--- src/rtl/dsm_pkg.sv ---
// Shared types and constants for the MASH 1-1 delta-sigma modulator.
// Output sample type, control state enum and dither LFSR parameters.
package dsm_pkg;

  typedef logic signed [2:0] dsm_out_t;

  typedef enum logic {
    IDLE = 1'b0,
    RUN  = 1'b1
  } dsm_state_t;

  // x^23 + x^18 + 1, maximal length
  localparam int LFSR_W     = 23;
  localparam int LFSR_TAP_A = 22;
  localparam int LFSR_TAP_B = 17;
  localparam logic [LFSR_W-1:0] LFSR_SEED = 23'd1;

endpackage

--- src/rtl/dsm_acc_stage.sv ---
// First-order error-feedback accumulator: residue register plus carry out.
// Ports: clk, rst_n, en_i, add_i, cin_i -> carry_o, res_o (next residue).
module dsm_acc_stage #(
  parameter int WIDTH = 16
) (
  input  logic             clk,
  input  logic             rst_n,
  input  logic             en_i,
  input  logic [WIDTH-1:0] add_i,
  input  logic             cin_i,
  output logic             carry_o,
  output logic [WIDTH-1:0] res_o
);

  logic [WIDTH-1:0] acc_q;
  logic [WIDTH:0]   sum;

  assign sum = {1'b0, acc_q}
             + {1'b0, add_i}
             + (WIDTH+1)'(cin_i);

  assign carry_o = sum[WIDTH];
  assign res_o   = sum[WIDTH-1:0];

  always_ff @(posedge clk or negedge rst_n) begin
    if (!rst_n) begin
      acc_q <= '0;
    end else if (en_i) begin
      acc_q <= res_o;
    end
  end

endmodule

--- src/rtl/mash11_dsm.sv ---
// MASH 1-1 delta-sigma DAC modulator with ZOH input hold and AXIS input.
// Ports: aclk, arst_n, s_axis_data_*, m_axis_data_*, underrun. Option: DSM_DITHER_EN.
module mash11_dsm
  import dsm_pkg::*;
#(
  parameter int WIDTH = 16,
  parameter int OSR   = 64
) (
  input  logic                    aclk,
  input  logic                    arst_n,
  input  logic signed [WIDTH-1:0] s_axis_data_tdata,
  input  logic                    s_axis_data_tvalid,
  output logic                    s_axis_data_tready,
  output dsm_out_t                m_axis_data_tdata,
  output logic                    m_axis_data_tvalid,
  output logic                    underrun
);

  localparam int CW = $clog2(OSR);
  localparam logic [CW-1:0] LAST = CW'(OSR - 1);
  localparam logic [WIDTH-1:0] MID =
    {1'b1, {(WIDTH-1){1'b0}}};

  dsm_state_t       state_q, state_d;
  logic [CW-1:0]    cnt_q, cnt_d;
  logic [WIDTH-1:0] hold_q, hold_d;
  logic             under_q, under_d;
  logic             c2z_q;
  dsm_out_t         y_q, y_d;
  logic             vld_q;

  logic             run;
  logic             at_bnd;
  logic             xfer;
  logic             dith;
  logic [WIDTH-1:0] u;
  logic             c1, c2;
  logic [WIDTH-1:0] acc1_d, acc2_d;
  logic             unused_res2;

  assign run    = (state_q == RUN);
  assign at_bnd = (cnt_q == LAST);
  assign xfer   = s_axis_data_tvalid
               && s_axis_data_tready;

  assign s_axis_data_tready = !run || at_bnd;
  assign m_axis_data_tdata  = y_q;
  assign m_axis_data_tvalid = vld_q;
  assign underrun           = under_q;

  // Offset binary: signed full scale maps onto 0..2^WIDTH-1
  assign u = hold_q ^ MID;

  always_comb begin
    state_d = state_q;
    cnt_d   = cnt_q;
    hold_d  = hold_q;
    under_d = under_q;
    if (xfer) hold_d = s_axis_data_tdata;
    unique case (state_q)
      IDLE: begin
        if (xfer) begin
          state_d = RUN;
          cnt_d   = '0;
        end
      end
      RUN: begin
        cnt_d = at_bnd ? '0 : cnt_q + 1'b1;
        if (at_bnd && !s_axis_data_tvalid)
          under_d = 1'b1;
      end
    endcase
  end

`ifdef DSM_DITHER_EN
  logic [LFSR_W-1:0] lfsr_q, lfsr_d;

  assign lfsr_d = {lfsr_q[LFSR_W-2:0],
                   lfsr_q[LFSR_TAP_A]
                 ^ lfsr_q[LFSR_TAP_B]};
  assign dith = lfsr_q[0];

  always_ff @(posedge aclk or negedge arst_n) begin
    if (!arst_n) begin
      lfsr_q <= LFSR_SEED;
    end else if (run) begin
      lfsr_q <= lfsr_d;
    end
  end
`else
  assign dith = 1'b0;
`endif

  dsm_acc_stage #(.WIDTH(WIDTH)) u_st1 (
    .clk     (aclk),
    .rst_n   (arst_n),
    .en_i    (run),
    .add_i   (u),
    .cin_i   (dith),
    .carry_o (c1),
    .res_o   (acc1_d)
  );

  // Second stage integrates the first stage's new residue
  dsm_acc_stage #(.WIDTH(WIDTH)) u_st2 (
    .clk     (aclk),
    .rst_n   (arst_n),
    .en_i    (run),
    .add_i   (acc1_d),
    .cin_i   (1'b0),
    .carry_o (c2),
    .res_o   (acc2_d)
  );

  assign unused_res2 = ^acc2_d;

  // Noise cancellation: c1 + (1 - z^-1) c2
  always_comb begin
    y_d = dsm_out_t'({2'b00, c1})
        + dsm_out_t'({2'b00, c2})
        - dsm_out_t'({2'b00, c2z_q});
  end

  always_ff @(posedge aclk or negedge arst_n) begin
    if (!arst_n) begin
      state_q <= IDLE;
      cnt_q   <= '0;
      hold_q  <= '0;
      under_q <= 1'b0;
      c2z_q   <= 1'b0;
      y_q     <= '0;
      vld_q   <= 1'b0;
    end else begin
      state_q <= state_d;
      cnt_q   <= cnt_d;
      hold_q  <= hold_d;
      under_q <= under_d;
      if (run) begin
        c2z_q <= c2;
        y_q   <= y_d;
        vld_q <= 1'b1;
      end
    end
  end

endmodule

--- config.mk ---
export PLATFORM = sky130hd
export DESIGN_NAME = mash11_dsm
export DESIGN_NICKNAME = d
export VERILOG_FILES = /design/src/rtl/dsm_pkg.sv /design/src/rtl/dsm_acc_stage.sv /design/src/rtl/mash11_dsm.sv
export SDC_FILE = /design/constraint.sdc
export NUM_CORES = 1
export LEC_CHECK = 0
export BUFFER_PORTS_ARGS = -buffer_cell sky130_fd_sc_hd__buf_4
export CORE_ASPECT_RATIO = 0.9
export CORE_MARGIN = 4
export CORE_UTILIZATION = 53
export CTS_CLUSTER_DIAMETER = 40
export DETAILED_ROUTE_END_ITERATION = 10
export PLACE_DENSITY = 0.8
export SYNTH_ARGS = -nofsm -noshare
export SYNTH_HDL_FRONTEND = slang
export SYNTH_SLANG_ARGS = --single-unit
--- constraint.sdc ---
create_clock -name aclk -period 3.75 [get_ports aclk]
set_input_delay 0.375 -clock aclk [delete_from_list [all_inputs] [get_ports aclk]]
set_output_delay 0.375 -clock aclk [all_outputs]
set_load 0.02 [all_outputs]
==> impl_metrics.csv, run 1 <==
group,metric,value,unit
worst_setup_path,path_max_fanout,4,
synthesis,synth.most_common_cell,"dfrtp_1",
finish,fill_cells,528,
worst_setup_path,cp_cell_sequence,"ha_4 > a211oi_2 > o21bai_2 > a21oi_2 > or3_1 > and3b_1 > nor2_2 > ha_4 > a21oi_2 > o21bai_1 > a21oi_1 > o31a_1 > ha_1 > inv_2 > ha_4 > inv_2 > ha_4 > mux2_2",
global_route,grt_remaining_overflow,0,
worst_setup_path,cp_data_required_time,3.98,ns
finish,finalNetCount,506,
placement,numPlacedInstances,518,
global_route,grt_pass1_wl,14.9,mm
global_route,grt_pass1_vias,3193,
synthesis,synth_edf_count,0,
clock_network,postCtsHoldBufs,0,
timing,clock.fmax,0.258,GHz
clock_network,insertion_delay,0.35,ns
clock_network,clk_pin_slew,0.07,ns
clock_network,cts_buffer_depth,2,
route,final_antenna_net_count,0,
timing,final_hold_viol_count,0,
timing,skew,0.0112,ns
placement,routabilityCongestion,0.933,
synthesis,syn_area_per_cell,10.3,um^2
worst_setup_path,end_kind,"flop",
worst_setup_path,cpMaxStageDelayCell,"dfrtp_1",
clock_network,htreeDepth,3,
floorplanning,rows,29,
route,via_per_inst,5.81,
finish,regArea,0.00153,mm^2
timing,worst_pin_slew,0.779,ns
floorplanning,dieArea,0.00869,mm^2
timing,rsz0062_at_grt,"yes",
finish,syn_to_final_growth,27.8,%
clock_network,cts_num_sinks,61,
synthesis,yosysTopAreaCell,"dfrtp_1",
global_route,antenna_found_initial,0,
flow_run,drv_cap,0,
synthesis,synth_top_cells_by_area,"dfrtp_1 40%, ha_1 12%, mux2_2 11%, a21oi_1 3.3%, xnor2_1 3.2%",
synthesis,yosys_most_used_dff,"dfrtp_1",
global_route,grt_use_total,21.6,%
worst_setup_path,start_kind,"flop",
worst_setup_path,ff2ff_path_depth,18,
timing,slew_violations,0,
route,num_vias,3178,
finish,antennaDiodeCount,0,
worst_setup_path,r2r-start,"u_st1.acc_q[1]",
synthesis,yosys_warnings,0,
floorplanning,coreArea,0.00704,mm^2
worst_setup_path,cpMostUsedCell,"ha_4",
route,drc,0,
synthesis,syn_area,0.00385,mm^2
synthesis,syn_nets,429,
placement,dp_hpwl,6.18,mm
synthesis,synth_cells,372,
timing,layout_min_cycle_time,3.88,ns
route,wl_per_cell,16.8,um
timing,slew_headroom,47.9,%
synthesis,seq_area_frac_synth,39.7,%
clock_network,root_buffer,"clkbuf_8",
clock_network,cts-buffers-inserted,9,
clock_network,cts_tree,"done",
finish,drive_gt1_share,37.7,%
timing,finalSetupViolations,3,
finish,multi_input_area,0.00242,mm^2
finish,fin_cells,547,
outcome,status,"finished with violations",
outcome,violations,"setup timing",
worst_setup_path,crit_type,"flop to flop",
timing,setup_ws,-0.129,ns
route,wirelength,9.19,mm
synthesis,netlist_top_cells_count,"61 x dfrtp_1, 39 x mux2_2, 36 x ha_1",
worst_setup_path,reg2reg_to,"m_axis_data_tdata[2]",
global_route,grt_max_degree,62,
floorplanning,io_pins,25,
worst_setup_path,slowest_delay,0.43,ns
synthesis,synth_cell_types,48,
placement,io_buffers,24,
synthesis,synth.ff_latch_count,61,
floorplanning,start_util,54.6,%
synthesis,ys_async_sr_fraction,100,%
min_path,min_path_type,"input pin to async pin",
floorplanning,die_x,97.8,um
worst_setup_path,worstPathArrival,4.11,ns
timing,finalCritPeriodShare,103,%
synthesis,synth_top_cell_area_share,39.7,%
route,firstDrtPassIters,4,
route,drt_iter0_drc,133,
floorplanning,dieHeight,88.8,um
worst_setup_path,r2r_setup_slack,-0.13,ns
-- flip-flops by register name, summed over array words and instances, names as in the netlist --
name	count
c2z_q	1
u_st1.acc_q	16
underrun	1
run	1
cnt_q	6
m_axis_data_tdata	3
hold_q	16
u_st2.acc_q	16
m_axis_data_tvalid	1
-- area by class of cell --
class / count / area share [%]
Multi-Input combinational cell: 288 / 49.2
Sequential cell: 61 / 31.1
Timing Repair Buffer: 77 / 11.8
Clock buffer: 12 / 3.16
Tap cell: 93 / 2.37
Clock inverter: 4 / 1.43
Inverter: 12 / 0.916
-- cells by family after synthesis --
logic type                 count (synthesis)  share of synthesized area [%]
DFF                                       61                           39.7
adders and majority gates                 38                           12.8
AOI/OAI and AO/OA                        106                           18.2
muxes                                     41                           11.9
buffers and inverters                     23                           2.34
xor gates and xnor gates                  22                           5.01
and+or+nand+nor                           81                           10.1
-- layout by cell type (no fill, tap or decap), types with 4 or more instances in the layout --
| cell type | n |
|---|---|
| a21o_1 | 10 |
| a21oi_1 | 22 |
| a21oi_2 | 4 |
| and3_1 | 4 |
| buf_4 | 76 |
| clkbuf_8 | 11 |
| dfrtp_1 | 60 |
| ha_1 | 27 |
| ha_4 | 7 |
| inv_1 | 9 |
| mux2_2 | 39 |
| nand2_1 | 25 |
| nand3_1 | 7 |
| nand4_1 | 4 |
| nor2_1 | 19 |
| o211ai_1 | 8 |
| o21a_1 | 5 |
| o21ai_0 | 17 |
| o21ai_1 | 4 |
| o21bai_1 | 5 |
| o31ai_1 | 5 |
| xnor2_1 | 13 |
| xor2_1 | 8 |
-- critical path, delay by kind of cell, from the launching register on --
kind	cells	cell delay, ns
buf+inv	2	0.12
fa+ha+maj	5	1.04
compound gates	7	1.07
mux	1	0.25
simple gates	3	0.85
flops	1	0.43
-- worst max path at each step --
stage / startpoint / end / slack [ns] / cells after the start
2_1_floorplan: hold_q[0] / m_axis_data_tdata[2] / 0.006 / 19
3_3_place_gp: hold_q[0] / m_axis_data_tdata[2] / -0.08 / 21
3_5_place_dp: hold_q[0] / m_axis_data_tdata[2] / -0.30 / 21
4_1_cts: hold_q[0] / m_axis_data_tdata[2] / -0.06 / 20
5_1_grt: u_st1.acc_q[0] / m_axis_data_tdata[2] / -0.27 / 21
6_report: u_st1.acc_q[1] / m_axis_data_tdata[2] / -0.13 / 18
-- per-stage QoR --
step | setup WS [ns] | util [%] | hold slack (ns) | instance area, um^2 | TNS (ns)
2_1_floorplan | 0.00585 | - | 0.0794 | 3860 | 0
6_report | -0.129 | 69.8 | 0.106 | 4920 | -0.221
5_1_grt | -0.275 | 69.8 | 0.162 | 4920 | -0.700
3_5_place_dp | -0.300 | 62.6 | 0.455 | 4410 | -0.807
3_3_place_gp | -0.0808 | 62.6 | 0.455 | 4410 | -0.148
4_1_cts | -0.0603 | 67.6 | 0.142 | 4760 | -0.0603
-- repair_timing --
action                                 in CTS  in global routing
setup buffers                               7                  6
resized for setup                          18                 22
setup endpoints to repair                   4                  4
pin swaps                                  16                 17
endpoints found under the hold margin       0                  0
-- metal layers --
metal | share of wire (%) | GRT usage (%)
met5 | 0 | 0
met4 | 2.1 | 6.54
met3 | 4.8 | 5.83
met2 | 52 | 38.6
met1 | 42 | 25.7
Power of run 1 is left out: the tool's default activity adds up to more than one toggle a clock period on the data nets, which glitch-free logic cannot reach.
==> inputs of run 2 (changes only) <==
ABC_CLOCK_PERIOD_IN_PS = 3750   (was not set)
CELL_PAD_IN_SITES_DETAIL_PLACEMENT = 0   (was not set)
CELL_PAD_IN_SITES_GLOBAL_PLACEMENT = 1   (was not set)
CORE_UTILIZATION = 44   (was 53)
PLACE_DENSITY = 0.83   (was 0.8)
==> run 2 against run 1 <==
Effect of this change:
- the flow still finishes with violations (setup timing)
- non-clock buffer count rose by 16
- clock skew shrank 0.0042 ns
- via count shrank 1.4%
- global-route usage shrank 5.0 points
- largest cell class unchanged
- highest routed layer unchanged
==> impl_metrics.csv, run 2 (same netlist as run 1, synthesis figures left out) <==
group,metric,value,unit
clock_network,htreeDepth,3,
finish,layout_commonest_cell,"buf_4",
finish,reg_top3,"hold_q x16, u_st1.acc_q x16, u_st2.acc_q x16",
min_path,min_path_type,"input pin to async pin",
worst_setup_path,start_kind,"flop",
floorplanning,io_pins,25,
worst_setup_path,slowest_delay,0.40,ns
placement,dp_hpwl,5.87,mm
floorplanning,dieHeight,96.7,um
route,drc,0,
global_route,antenna_found_initial,0,
global_route,grt_remaining_overflow,0,
outcome,status,"finished with violations",
finish,antennaDiodeCount,0,
placement,numPlacedInstances,548,
worst_setup_path,cp_data_required_time,3.98,ns
floorplanning,start_util,45.1,%
route,num_vias,3133,
worst_setup_path,path_max_fanout,3,
timing,clock.fmax,0.258,GHz
finish,syn_to_final_growth,31.8,%
route,wl_per_cell,14.6,um
finish,fin_cells,589,
route,drt_iter0_drc,100,
timing,finalSetupViolations,3,
worst_setup_path,end_kind,"flop",
placement,routabilityCongestion,0.842,
timing,rsz0062_at_grt,"yes",
timing,setup_tns,-0.218,ns
finish,finalNetCount,522,
worst_setup_path,cpMaxStageDelayCell,"dfrtp_1",
timing,setup_ws,-0.129,ns
outcome,violations,"setup timing",
timing,skew,0.00707,ns
global_route,grt_pass1_vias,3012,
timing,finalCritPeriodShare,103,%
flow_run,drv_cap,0,
clock_network,clk_pin_slew,0.07,ns
timing,final_hold_viol_count,0,
floorplanning,coreArea,0.00853,mm^2
clock_network,root_buffer,"clkbuf_8",
timing,slew_violations,0,
clock_network,cts_buffer_depth,2,
worst_setup_path,worstPathArrival,4.11,ns
global_route,grt_max_degree,62,
placement,io_buffers,24,
global_route,grt_pass1_wl,13.9,mm
finish,drive_gt1_share,39.6,%
worst_setup_path,cp_cell_sequence,"ha_2 > inv_2 > fa_2 > nor2b_2 > o31a_1 > buf_4 > o21a_1 > nor2_2 > xnor2_2 > ha_4 > a211oi_2 > o21ai_1 > a31oi_2 > o31a_4 > o31a_1 > ha_1 > inv_2 > ha_4 > inv_2 > ha_4 > mux2_4",
placement,place_area,0.00447,mm^2
clock_network,cts_num_sinks,61,
route,wirelength,8.61,mm
worst_setup_path,crit_type,"flop to flop",
floorplanning,dieArea,0.0103,mm^2
route,final_antenna_net_count,0,
clock_network,insertion_delay,0.34,ns
finish,final_area,0.00507,mm^2
global_route,grt_use_total,16.5,%
timing,layout_min_cycle_time,3.88,ns
route,firstDrtPassIters,4,
floorplanning,die_x,107,um
floorplanning,rows,32,
placement,pre_cts_slack,-0.295,ns
timing,slew_headroom,47.7,%
route,via_per_inst,5.32,
finish,most-common-layout-cells,"93 x buf_4, 60 x dfrtp_1, 37 x mux2_2",
timing,worst_pin_slew,0.782,ns
clock_network,cts-buffers-inserted,9,
clock_network,cts_tree,"done",
[run 2: changes by cell type in the layout (fill, tap and decap cells not counted), sizes merged]
| cell | change |
|---|---|
| buf | +16 |
[run 2: final cells by class]
class                   count  area, um^2
clock inverters             4        70.1
multi-input cells         288        2420
flip-flops and latches     61        1530
inverters                  12        45.0
well taps                 119         149
repair buffers             93         698
fillers                   733        3460
clock buffers              12         155
[run 2: metal layers]
layer	vias up	global-route usage, %	part of all wire, %
li1	1554	-	-
met1	1526	22.3	48
met2	44	26.2	47
met3	9	4.40	3.5
met4	0	4.82	0.93
met5	-	0	0
[run 2: worst paths after layout]
check / cells after the start / slack (ns) / from / end
max: 21 / -0.13 / hold_q[0] / m_axis_data_tdata[2]
min in group aclk: 2 / 0.24 / s_axis_data_tvalid / cnt_q[4]
max reg2reg: 21 / -0.13 / hold_q[0] / m_axis_data_tdata[2]
max in group asynchronous: 1 / 3.12 / arst_n / run
min: 1 / 0.10 / arst_n / m_axis_data_tvalid
min reg2reg: 1 / 0.47 / m_axis_data_tvalid / m_axis_data_tvalid
[run 2: worst max-delay path: cells and delay by family, from the launching register on]
family                   cells  cell delay (ns)
flip-flops                   1             0.40
multiplexers                 1             0.24
adder cells (fa/ha/maj)      6             1.13
buffers and inverters        4             0.32
XOR/XNOR                     1             0.15
AND/OR/NAND/NOR              2             0.19
AO/OA/AOI/OAI                7             1.33
[run 2: per-stage QoR]
| step | utilization, % | hold slack [ns] |
|---|---|---|
| finish | 59.4 | 0.101 |
| global route | 59.4 | 0.173 |
| CTS | 56.6 | 0.139 |
| detailed placement | 52.4 | 0.453 |
| global placement | 52.4 | 0.451 |
| floorplan | - | 0.0794 |
[run 2: timing repair]
item | CTS | global route
endpoints found under the setup margin | 3 | 5
endpoints found under the hold margin | 0 | 0
pin swaps | 13 | 15
hold buffers | 0 | 0
buffers inserted | 12 | 13
resized for setup | 16 | 25
Power of run 2 is left out for the same reason.
==> inputs of run 3 (changes only) <==
ABC_AREA = 0   (was not set)
ABC_CLOCK_PERIOD_IN_PS = 3500   (was 3750)
clock period = 3.5 ns   (was 3.75 ns; I/O delays follow)
==> run 3 against run 2 <==
Effect of this change:
- final area about the same
- the flow still finishes with violations (setup timing)
- wire length decreased by 0.95%
- non-clock buffer count increased by 10
- highest routed layer unchanged
- setup slack got worse by 0.20 ns
==> impl_metrics.csv, run 3 (same netlist as run 1, synthesis figures left out) <==
group,metric,value,unit
floorplanning,rows,32,
route,via_per_inst,5.31,
route,wirelength,8.52,mm
route,wl_per_cell,14.2,um
timing,final_hold_viol_count,0,
min_path,min_path_type,"input pin to async pin",
clock_network,cts_buffer_depth,2,
clock_network,insertion_delay,0.34,ns
timing,slew_violations,0,
finish,postLayoutCoreUtil,59.4,%
worst_setup_path,crit_buf_inv,3,
global_route,grt_pass1_wl,14.9,mm
timing,finalCritPeriodShare,109,%
placement,dp_hpwl,6.04,mm
clock_network,cts-buffers-inserted,9,
global_route,antenna_found_initial,0,
finish,finalNetCount,532,
worst_setup_path,cpMaxStageDelayCell,"dfrtp_1",
clock_network,cts_tree,"done",
floorplanning,coreArea,0.00853,mm^2
placement,io_buffers,24,
finish,layout_commonest_cell,"buf_4",
timing,rsz0062_at_grt,"yes",
global_route,grt_remaining_overflow,0,
timing,finalSetupViolations,3,
worst_setup_path,path_max_fanout,4,
global_route,grt_use_total,17.7,%
finish,syn_to_final_growth,31.7,%
worst_setup_path,reg2reg_to,"m_axis_data_tdata[2]",
worst_setup_path,crit_family,"compound AO/OA/AOI/OAI gates",
timing,slew_headroom,28.7,%
floorplanning,start_util,45.1,%
finish,antennaDiodeCount,0,
outcome,violations,"setup timing",
route,firstDrtPassIters,4,
timing,skew,0.00647,ns
floorplanning,dieArea,0.0103,mm^2
worst_setup_path,ff2ff_path_depth,20,
timing,clock.fmax,0.261,GHz
global_route,grt_max_degree,62,
worst_setup_path,slowest_delay,0.35,ns
worst_setup_path,r2r_setup_slack,-0.33,ns
outcome,status,"finished with violations",
clock_network,htreeDepth,3,
placement,pre_cts_slack,-0.374,ns
timing,layout_min_cycle_time,3.83,ns
clock_network,clk_pin_slew,0.07,ns
worst_setup_path,end_kind,"flop",
clock_network,cts_num_sinks,61,
finish,most-common-layout-cells,"102 x buf_4, 60 x dfrtp_1, 37 x mux2_2",
route,drc,0,
worst_setup_path,cp_data_required_time,3.73,ns
route,final_antenna_net_count,0,
floorplanning,dieHeight,96.7,um
timing,setup_ws,-0.327,ns
route,num_vias,3178,
worst_setup_path,r2r-start,"u_st1.acc_q[0]",
worst_setup_path,cp_cell_sequence,"ha_2 > inv_2 > fa_2 > nor2b_2 > o31a_1 > o21a_1 > nor2_2 > xnor2_2 > ha_4 > a211oi_1 > o21ai_2 > a31oi_4 > o31a_4 > o31a_1 > ha_1 > inv_2 > ha_4 > inv_2 > ha_4 > mux2_4",
timing,worst_pin_slew,1.07,ns
route,drt_iter0_drc,90,
worst_setup_path,crit_type,"flop to flop",
global_route,grt_pass1_vias,3217,
clock_network,root_buffer,"clkbuf_8",
floorplanning,die_x,107,um
flow_run,drv_cap,0,
finish,fill_cells,742,
finish,reg_top3,"hold_q x16, u_st1.acc_q x16, u_st2.acc_q x16",
worst_setup_path,worstPathArrival,4.05,ns
worst_setup_path,start_kind,"flop",
placement,routabilityCongestion,0.829,
floorplanning,io_pins,25,
finish,drive_gt1_share,40.2,%
-- run 3: changes by cell type in the layout (fill, tap and decap cells not counted), sizes merged --
cell,change
buf,+10
bufinv,-2
clkinv,+1
clkinvlp,+1
-- run 3: through the flow --
stage | setup TNS, ns | cells | area, um^2 | hold slack [ns]
3_3_place_gp | -0.699 | 567 | 4620 | 0.459
3_5_place_dp | -1.07 | 567 | 4620 | 0.459
6_report | -0.808 | 599 | 5060 | 0.0546
5_1_grt | -1.78 | 599 | 5060 | 0.132
2_1_floorplan | -0.236 | 372 | 3860 | 0.0544
4_1_cts | -0.625 | 593 | 4920 | 0.117
-- run 3: cell type report --
class / count / area, um^2 / area share [%]
clock buffer: 12 / 155 / 3.06
clock inverter: 4 / 22.5 / 0.445
inverter: 12 / 45.0 / 0.890
multi-input combinational: 288 / 2390 / 47.1
sequential: 61 / 1530 / 30.2
tap: 119 / 149 / 2.94
timing repair buffer: 103 / 777 / 15.3
-- run 3: metal layers --
metal | GRT usage [%] | part of all wire, % | vias to the layer above
met2 | 29.7 | 51 | 35
met5 | 0 | 0 | -
li1 | - | - | 1571
met3 | 4.14 | 2.9 | 9
met1 | 23.2 | 45 | 1563
met4 | 4.13 | 0.83 | 0
-- run 3: worst max path at each step --
stage | start | to | slack (ns) | depth (start not counted)
finish | u_st1.acc_q[0] | m_axis_data_tdata[2] | -0.33 | 20
global route | hold_q[2] | m_axis_data_tdata[2] | -0.53 | 17
CTS | hold_q[0] | m_axis_data_tdata[2] | -0.25 | 18
detailed placement | hold_q[0] | m_axis_data_tdata[2] | -0.37 | 19
global placement | u_st1.acc_q[0] | m_axis_data_tdata[2] | -0.27 | 19
floorplan | u_st1.acc_q[0] | m_axis_data_tdata[2] | -0.13 | 19
-- run 3: timing repair --
item | 4_1_cts | 5_1_grt
setup buffers | 10 | 6
resized for setup | 15 | 20
endpoints found under the setup margin | 5 | 6
pin swaps | 15 | 14
hold buffers | 0 | 0
-- run 3: worst register-to-register path, delay by kind of cell, from the launching register on --
kind                       cells  cell delay (ns)
buffers and inverters          3             0.15
adders and majority gates      6             1.20
and+or+nand+nor                2             0.18
muxes                          1             0.25
AOI/OAI and AO/OA              7             1.45
DFF                            1             0.35
xor gates and xnor gates       1             0.15
Power of run 3 is left out for the same reason.
